[src/rtl/sim_uart_rx_pkg.sv]
// Shared types and constants for the simulation-side UART receive monitor.
package sim_uart_rx_pkg;

    typedef enum logic [2:0] {
        Idle,
        Start,
        Data,
        Stop,
        WaitHigh
    } rx_state_e;

    localparam logic [7:0] LineFeed = 8'h0A;
    localparam int         RxCountW = 16;

endpackage

[src/rtl/sim_uart_rx_fifo.sv]
// Synchronous receive FIFO; a push into a full FIFO is still accepted when a pop happens in the same cycle.
module sim_uart_rx_fifo #(
    parameter int FifoDepth = 16
) (
    input  logic                         clk_i,
    input  logic                         rst_i,
    input  logic                         push_i,
    input  logic [7:0]                   data_i,
    input  logic                         pop_i,
    output logic                         push_ok_o,
    output logic [7:0]                   data_o,
    output logic                         valid_o,
    output logic [$clog2(FifoDepth):0]   depth_o
);

    localparam int             PtrW = $clog2(FifoDepth);
    localparam logic [PtrW:0]  Full = (PtrW + 1)'(FifoDepth);

    logic [7:0]      mem [FifoDepth];
    logic [PtrW-1:0] wr_ptr;
    logic [PtrW-1:0] rd_ptr;
    logic [PtrW:0]   count;
    logic            pop_fire;
    logic            push_fire;

    assign pop_fire  = pop_i && (count != '0);
    assign push_fire = push_i && ((count != Full) || pop_fire);

    always_ff @(posedge clk_i) begin
        if (rst_i) begin
            wr_ptr <= '0;
            rd_ptr <= '0;
            count  <= '0;
        end else begin
            if (push_fire) wr_ptr <= wr_ptr + 1'b1;
            if (pop_fire)  rd_ptr <= rd_ptr + 1'b1;
            case ({push_fire, pop_fire})
                2'b10:   count <= count + 1'b1;
                2'b01:   count <= count - 1'b1;
                default: count <= count;
            endcase
        end
    end

    // Storage needs no reset; the head is masked to zero whenever the FIFO is empty.
    always_ff @(posedge clk_i) begin
        if (push_fire) mem[wr_ptr] <= data_i;
    end

    assign valid_o   = (count != '0);
    assign data_o    = valid_o ? mem[rd_ptr] : 8'h00;
    assign depth_o   = count;
    assign push_ok_o = push_fire;

endmodule

[src/rtl/sim_uart_rx_monitor.sv]
// 8N1 UART receiver for the chip-level bench: synchronizer, bit-timing FSM, byte FIFO and status pulses.
module sim_uart_rx_monitor
    import sim_uart_rx_pkg::*;
#(
    parameter int ClksPerBit = 69,
    parameter int FifoDepth  = 16
) (
    input  logic                        clk_i,
    input  logic                        rst_i,
    input  logic                        rx_i,
    output logic [7:0]                  data_o,
    output logic                        valid_o,
    input  logic                        ready_i,
    output logic                        line_done_o,
    output logic                        frame_err_o,
    output logic                        overflow_o,
    output logic [RxCountW-1:0]         rx_count_o,
    output logic [$clog2(FifoDepth):0]  fifo_depth_o
);

    localparam int              CntW       = $clog2(ClksPerBit);
    localparam logic [CntW-1:0] BitReload  = CntW'(ClksPerBit - 1);
    localparam logic [CntW-1:0] HalfReload = CntW'((ClksPerBit >> 1) - 1);

    rx_state_e       state, state_next;
    logic [CntW-1:0] cnt, cnt_next;
    logic [2:0]      bit_idx, idx_next;
    logic [7:0]      shift_q, shift_next;
    logic            rx_meta, rx_s;
    logic            push, frame_err, push_ok;

    always_ff @(posedge clk_i) begin
        if (rst_i) begin
            rx_meta <= 1'b1;
            rx_s    <= 1'b1;
        end else begin
            rx_meta <= rx_i;
            rx_s    <= rx_meta;
        end
    end

    always_ff @(posedge clk_i) begin
        if (rst_i) begin
            state   <= Idle;
            cnt     <= '0;
            bit_idx <= '0;
            shift_q <= '0;
        end else begin
            state   <= state_next;
            cnt     <= cnt_next;
            bit_idx <= idx_next;
            shift_q <= shift_next;
        end
    end

    always_comb begin
        state_next = state;
        cnt_next   = cnt;
        idx_next   = bit_idx;
        shift_next = shift_q;
        push       = 1'b0;
        frame_err  = 1'b0;
        case (state)
            Idle: begin
                if (!rx_s) begin
                    state_next = Start;
                    cnt_next   = HalfReload;
                end
            end
            Start: begin
                if (cnt != '0) begin
                    cnt_next = cnt - 1'b1;
                end else if (!rx_s) begin
                    state_next = Data;
                    cnt_next   = BitReload;
                    idx_next   = '0;
                end else begin
                    state_next = Idle;
                end
            end
            Data: begin
                if (cnt != '0) begin
                    cnt_next = cnt - 1'b1;
                end else begin
                    shift_next = {rx_s, shift_q[7:1]};
                    cnt_next   = BitReload;
                    idx_next   = bit_idx + 1'b1;
                    if (bit_idx == 3'd7) state_next = Stop;
                end
            end
            Stop: begin
                if (cnt != '0) begin
                    cnt_next = cnt - 1'b1;
                end else if (rx_s) begin
                    push       = 1'b1;
                    state_next = Idle;
                end else begin
                    frame_err  = 1'b1;
                    state_next = WaitHigh;
                end
            end
            WaitHigh: begin
                if (rx_s) state_next = Idle;
            end
            default: state_next = Idle;
        endcase
    end

    sim_uart_rx_fifo #(
        .FifoDepth (FifoDepth)
    ) u_fifo (
        .clk_i     (clk_i),
        .rst_i     (rst_i),
        .push_i    (push),
        .data_i    (shift_q),
        .pop_i     (ready_i),
        .push_ok_o (push_ok),
        .data_o    (data_o),
        .valid_o   (valid_o),
        .depth_o   (fifo_depth_o)
    );

    // Pulses are registered so they line up with the pushed byte appearing at the FIFO head.
    always_ff @(posedge clk_i) begin
        if (rst_i) begin
            line_done_o <= 1'b0;
            frame_err_o <= 1'b0;
            overflow_o  <= 1'b0;
            rx_count_o  <= '0;
        end else begin
            line_done_o <= push_ok && (shift_q == LineFeed);
            frame_err_o <= frame_err;
            overflow_o  <= push && !push_ok;
            if (push_ok && (rx_count_o != '1)) rx_count_o <= rx_count_o + 1'b1;
        end
    end

endmodule

[config.mk]
export PLATFORM = sky130hd
export DESIGN_NAME = sim_uart_rx_monitor
export DESIGN_NICKNAME = d
export VERILOG_FILES = /design/src/rtl/sim_uart_rx_pkg.sv /design/src/rtl/sim_uart_rx_fifo.sv /design/src/rtl/sim_uart_rx_monitor.sv
export SDC_FILE = /design/constraint.sdc
export NUM_CORES = 1
export LEC_CHECK = 0
export BUFFER_PORTS_ARGS = -buffer_cell sky130_fd_sc_hd__buf_2
export CAP_MARGIN = 20
export CORE_ASPECT_RATIO = 1.5
export CORE_MARGIN = 2
export CORE_UTILIZATION = 55
export CTS_CLUSTER_DIAMETER = 60
export DETAILED_ROUTE_END_ITERATION = 16
export PLACE_DENSITY = 0.75
export SLEW_MARGIN = 20
export SYNTH_ARGS = -nofsm -noshare
export SYNTH_HDL_FRONTEND = slang
export SYNTH_SLANG_ARGS = --single-unit
[constraint.sdc]
create_clock -name clk_i -period 2.8 [get_ports clk_i]
set_input_delay 0.7 -clock clk_i [delete_from_list [all_inputs] [get_ports clk_i]]
set_output_delay 0.7 -clock clk_i [all_outputs]
set_load 0.005 [all_outputs]
## After elaboration in Yosys (flattened, before gate mapping)

Memories as Yosys holds them, arrays and structs flattened. A register that Yosys moved wholly into a read port is not among the register bits.
Cells that the tools add are included.

| storage, ports and cells | value |
|---|---|
| bits of input ports | 4 |
| bits in latches | 0 |
| output and inout bits | 33 |
| RAM bits | 128 |
| memories kept | 1 |
| register bits | 55 |
| bits in read-only memories | 0 |

Memory list:

| memory | depth | width | read ports | clocked after Yosys merged registers in | write ports | RTL line | text |
|---|---|---|---|---|---|---|---|
| u_fifo.mem | 16 | 8 | 1 | 1 | 1 | sim_uart_rx_fifo.sv:19 | `logic [7:0] mem [FifoDepth];` |

| cells by class | value |
|---|---|
| add/sub/neg operators | 7 |
| reductions and logical operators | 18 |
| multipliers | 0 |
| divide/modulo/power cells | 0 |
| shift operators | 0 |
| eq/ne operators | 19 |
| muxes and demuxes | 29 |
| order comparisons | 0 |
| bitwise operators | 2 |

Operators with widths:

| cell | count |
|---|---|
| 2-to-1 mux 7 bit | 5 |
| 2-to-1 mux 3 bit | 10 |
| one-hot mux 7 bit (4 select lines) | 1 |
| adder 16 x 1 -> 16 bit (second input constant) | 1 |
| inequality test 16 bit (second input constant) | 1 |
| inequality test 2 bit (second input constant) | 8 |
| one-hot mux 3 bit (5 select lines) | 1 |
| one-hot mux 5 bit (2 select lines) | 1 |
| adder 4 x 1 -> 4 bit (second input constant) | 2 |
| == test 8 x 4 -> 1 bit (second input constant) | 1 |
| 2-to-1 mux 4 bit | 2 |
| 2-to-1 mux 8 bit | 1 |
| AND reduction 4 bit | 2 |
| nonzero test 7 bit | 1 |
| subtractor 7 x 1 -> 7 bit (second input constant) | 1 |
| == test 3 x 2 -> 1 bit (second input constant) | 2 |
| == test 3 bit (second input constant) | 2 |
| 2-to-1 mux 1 bit | 6 |
| one-hot mux 3 bit (2 select lines) | 1 |
| AND reduction 6 bit | 1 |
| adder 5 x 1 -> 5 bit (second input constant) | 1 |
| logical AND 1 bit | 5 |
| inequality test 5 bit (second input constant) | 1 |
| nonzero test 5 bit | 1 |
| 15 further kinds | 17 |

## Logic depth before layout (Yosys ltp)

| logic depth | value |
|---|---|
| word-level depth | 6 |
| mapped depth | 11 |
| gate-level depth less buffers | 11 |

## Modules after synthesis

A second synthesis with hierarchy kept.

| unflattened totals | value |
|---|---|
| cells, all modules | 554 |
| area total of the unflattened synthesis | 8052.7 sq um |

By module, submodules not included:

| module | cells an instance | sequential area each (sq um) | instances | area each (sq um) |
|---|---|---|---|---|
| sim_uart_rx_fifo | 331 | 4184.0 | 1 | 5983.2 |
| sim_uart_rx_monitor | 223 | 840.8 | 1 | 2069.5 |

## Worst setup path after synthesis

Ideal clock, no wire load.

| timing path | value |
|---|---|
| path kind | flip-flop to flip-flop |
| start point | register cnt[2] |
| end point | register u_fifo.count[4] (netlist: u_fifo.depth_o[4]) |
| setup time | 121 ps |
| cell stages (with the launch flop) | 11 |
| clock period less this slack | 2819 ps |
| slack | -19 ps |
| buffers on the path | 1 |
| arrival | 2698 ps |
| data required time | 2679 ps |
| path through | dfxtp_1 -> or4_1 -> buf_2 -> nor4_4 -> nor2_1 -> xor2_1 -> ha_1 -> or4_1 -> nor3_1 -> a31oi_1 -> mux2_2 |

| on the way | value |
|---|---|
| longest elaborated chain between the ends | 6 |

Ends and longest elaborated chain:

| item | RTL line | text |
|---|---|---|
| from (decl) | sim_uart_rx_monitor.sv:26 | `logic [CntW-1:0] cnt, cnt_next;` |
| from (signal assigned) | sim_uart_rx_monitor.sv:50 | `cnt <= cnt_next;` |
| nonzero test 7 bit * | sim_uart_rx_monitor.sv:92 | `if (cnt != '0) begin` |
| 2-to-1 mux 1 bit * | sim_uart_rx_monitor.sv:92 |  |
| 2-to-1 mux 1 bit * | sim_uart_rx_monitor.sv:63 | `case (state)` |
| logical AND 1 bit * | sim_uart_rx_fifo.sv:27 | `assign push_fire = push_i && ((count != Full) \|\| pop_fire);` |
| == test 2 x 1 -> 1 bit / == test 2 bit (equally long branches) | sim_uart_rx_fifo.sv:37 | `case ({push_fire, pop_fire})` |
| one-hot mux 5 bit (2 select lines) / nonzero test 2 bit (equally long branches) | -- |  |
| to (signal assigned) | sim_uart_rx_fifo.sv:38 | `2'b10: count <= count + 1'b1;` |
| to (signal assigned) | sim_uart_rx_fifo.sv:39 | `2'b01: count <= count - 1'b1;` |
| to (signal assigned) | sim_uart_rx_fifo.sv:40 | `default: count <= count;` |
| to (decl) | sim_uart_rx_fifo.sv:22 | `logic [PtrW:0] count;` |

Every way passes the cells marked *; elsewhere a longest branch is shown, timed or not.
A chain may end at the register's enable or synchronous reset.

==> key figures <==
Hold path
  • Capture endpoint of the worst hold path: rx_s
  • Worst Min Path Start: rx_meta
  • Class of the worst hold path: register to register
  • Worst Hold Depth: 1

Yosys
  • Number of enable flip-flop cells after synthesis: between 100 and 150
  • Sequential-to-total area share from yosys stat: 0.6428
  • Cell area after technology mapping: roughly 0.008 sq mm
  • Top cell type's share of synthesized area: 0.4917
  • Most instantiated cells after synthesis: sky130_fd_sc_hd__edfxtp_1, sky130_fd_sc_hd__dfxtp_1, sky130_fd_sc_hd__mux4_2, sky130_fd_sc_hd__nor2_1, sky130_fd_sc_hd__nand2_1
  • Largest area contributor in the netlist: sky130_fd_sc_hd__edfxtp_1
  • Count of unique library cells instantiated by Yosys: about 50
  • Top flip-flop cell by instance count after synthesis: sky130_fd_sc_hd__edfxtp_1
  • Post-Synthesis Cells: approximately 550
  • Cell with the most instances after synthesis: sky130_fd_sc_hd__edfxtp_1
  • Flip-flop and latch count after synthesis: 187
  • Synth Warn #: 0
  • Async set-reset flop share out of synthesis: 0
  • Mean instance size in the synthesized netlist: between 10 and 15 sq um
  • Top post-synthesis cells by area: sky130_fd_sc_hd__edfxtp_1, sky130_fd_sc_hd__dfxtp_1, sky130_fd_sc_hd__mux4_2
  • Total nets after synthesis: 562

Cells and area
  • Layout cell share with drive strength beyond 1: 0.2468
  • Fin area: approximately 0.009 sq mm
  • Final core utilization: 0.6531
  • Count of placed standard cells in the final layout, fillers left out: 785
  • Number of antenna repair diodes: 0
  • Total Nets Final: slightly above 600
  • Signed area change from the synthesized netlist to the final layout: 16.34%
  • Number of fill cells in the layout: ~1000

Die
  • # IOs: 37
  • Die area: approximately 0.015 sq mm
  • Number of placement rows: 53
  • Total core area: ~0.014 sq mm
  • Horiz. Die Dim: approximately 100 microns
  • Initial Util: 0.5614
  • Die boundary height: between 150 and 200 microns

Setup path
  • Peak fanout along the critical path: 5
  • Kind of end point of the critical path: primary output
  • Crit path required time: 2100 ps
  • R2R Path End: u_fifo.depth_o[4]
  • Setup CP Type: register to primary output
  • Reg2Reg Setup Slack: around 160 ps
  • R2R cell count: 9
  • Source of the worst register-to-register timing path: u_fifo.depth_o[2]
  • Crit path arrival time: approximately 2300 ps
  • Worst Setup Start Kind: register

Drt
  • Detailed router's first-iteration violation count: 270
  • Detailed Routing Iterations Pass 1: 4
  • Via count: roughly 4800
  • # DRC: 0
  • Vias per Instance: around 6
  • Drt wl/cell: 20.24 microns
  • Sum of routed wire length over all layers: about 16 mm
  • Number of routed nets with antenna violations: 0

Clock network
  • Clock transition at path regs: around 70 ps
  • H-tree levels: 4
  • Maximum root-to-sink buffer count: 2
  • Cell at the root of the clock tree: sky130_fd_sc_hd__clkbuf_16
  • Worst-skew pair later-pin latency: 440 ps
  • Clock tree from TritonCTS: built
  • Inserted Clock Buffers: 17
  • CTS Hold Bufs: 0
  • Number of sinks on the clock net: approximately 190

STA
  • Tmin final: 3024 ps
  • Final total negative setup slack: -1626 ps
  • Maximum operating frequency: ~0.33 GHz
  • Max-Slew Margin vs Limit: 0.4217
  • Final setup skew: ~17 ps
  • Worst-Margin Slew: between 800 and 900 ps
  • Max-slew violation total from the final report: 0
  • RSZ-0062 raised after global routing: yes
  • Post-route fraction of the period consumed by the critical path: 1.080
  • Finish-stage setup viols: 8
  • Slack of the critical path: -224.2 ps
  • Final Hold Violating Endpoints: 0
  • Final worst hold slack: around 410 ps

Power and ir drop
  • Leakage power total: between 3 and 4 nW
  • Worst ir drop on vdd: 0.4487 mV
  • Power per cell area: 766.3 mW/mm^2
  • Post-route total power: roughly 7.0 mW

Global routing
  • Wire length of the first global-routing pass: roughly 26 mm
  • Total Routing Usage GR: 0.2248
  • Maximum number of pins on one net before global-route repair: 49
  • Via count of the first global-routing pass: roughly 4800
  • Total congestion overflow: 0
  • Number of antenna violations at the first check in global routing: 0

Place
  • Dpl cell area: about 0.0084 sq mm
  • GP Congestion: roughly 0.85
  • Input/output buffers: 36
  • Inst Count DP: 750
  • Half-perimeter wire length after placement: 10.61 mm
  • Post-placement setup slack: roughly 180 ps

Status
  • Result of the run: finished, violations left
  • Violated checks: negative setup slack

Job
  • Max-cap check violation count: 0
final cells by class:
class / instances / area (sq um) / area share
flip-flops and latches: 187 / 5029 / 0.5529
multi-input cells: 323 / 2659 / 0.2923
repair buffers: 68 / 545.5 / 0.05998
clock buffers: 17 / 425.4 / 0.04677
well taps: 165 / 206.4 / 0.02270
clock inverters: 15 / 192.7 / 0.02119
inverters: 10 / 37.54 / 0.004127
where the power goes:
part           switching (mW)  total, mW  internal, mW
combinational           0.661       1.43         0.773
sequential             0.0804       3.06          2.98
clock                    1.11       2.48          1.37
total                    1.85       6.97          5.12
how the worst max path moves through the flow:
stage | slack, ps | endpoint | depth (start not counted) | from
3_3_place_gp | 210 | u_fifo.depth_o[4] | 9 | cnt[2]
5_1_grt | -280 | data_o[7] | 6 | register
2_1_floorplan | 8 | u_fifo.depth_o[4] | 10 | u_fifo.depth_o[1]
4_1_cts | -230 | data_o[3] | 5 | register
3_5_place_dp | 180 | u_fifo.depth_o[4] | 9 | cnt[2]
6_report | -220 | data_o[6] | 6 | register
registers in the layout, summed over array words and instances (netlist names), 3 cells and up, named ones only:
register / cells
rx_count_o: 16
u_fifo.mem: 128
bit_idx: 3
state: 3
shift_q: 8
u_fifo.depth_o: 5
cnt: 7
u_fifo.rd_ptr: 4
u_fifo.wr_ptr: 4
worst max-delay path: stages, from the launching register on:
cell,delay [ps]
sky130_fd_sc_hd__dfxtp_4,400
sky130_fd_sc_hd__buf_12,120
sky130_fd_sc_hd__clkbuf_16,140
sky130_fd_sc_hd__mux4_2,510
sky130_fd_sc_hd__mux4_2,460
sky130_fd_sc_hd__nor2b_1,130
sky130_fd_sc_hd__buf_2,120
cell families after synthesis:
kind of cell	after synthesis	synth area share
DFF	187	0.6428
and+or+nand+nor	183	0.1280
AOI/OAI and AO/OA	67	0.05170
muxes	47	0.1245
buffers and inverters	37	0.01857
xor gates and xnor gates	15	0.01680
adders and majority gates	11	0.01761
layout by cell type (no fill, tap or decap), drive strengths merged, types with 3 or more instances in the layout:
cell,synthesis,final
nand2,34,34
buf,6,67
nor3b,4,4
xnor2,5,5
xor2,10,10
ha,11,11
o21ai,17,17
a22oi,3,3
nor2b,11,11
a21oi,27,27
or4,6,6
nand4b,3,3
mux4,40,40
inv,10,20
clkbuf,21,18
and3,13,13
a211oi,3,3
and2,12,12
mux2i,5,5
nand3,16,16
nor3,8,8
dfxtp,59,59
nor2,39,39
nand4,9,9
edfxtp,128,128
a31oi,4,4
and4,6,6
or3,11,11
nor4,6,6
layer usage:
metal / track usage / vias up / part of all wire
li1: - / 2222 / -
met1: 0.2650 / 2371 / 0.39
met2: 0.4010 / 132 / 0.55
met3: 0.04110 / 27 / 0.035
met4: 0.08986 / 0 / 0.026
met5: 0 / - / 0
what timing repair did:
item / CTS / global route
gates cloned: 1 / 1
setup buffers: 0 / 1
gates resized for setup: 4 / 4
setup endpoints to repair: 8 / 9
pin swaps: 0 / 0
(Power assumes the default switching activity.)
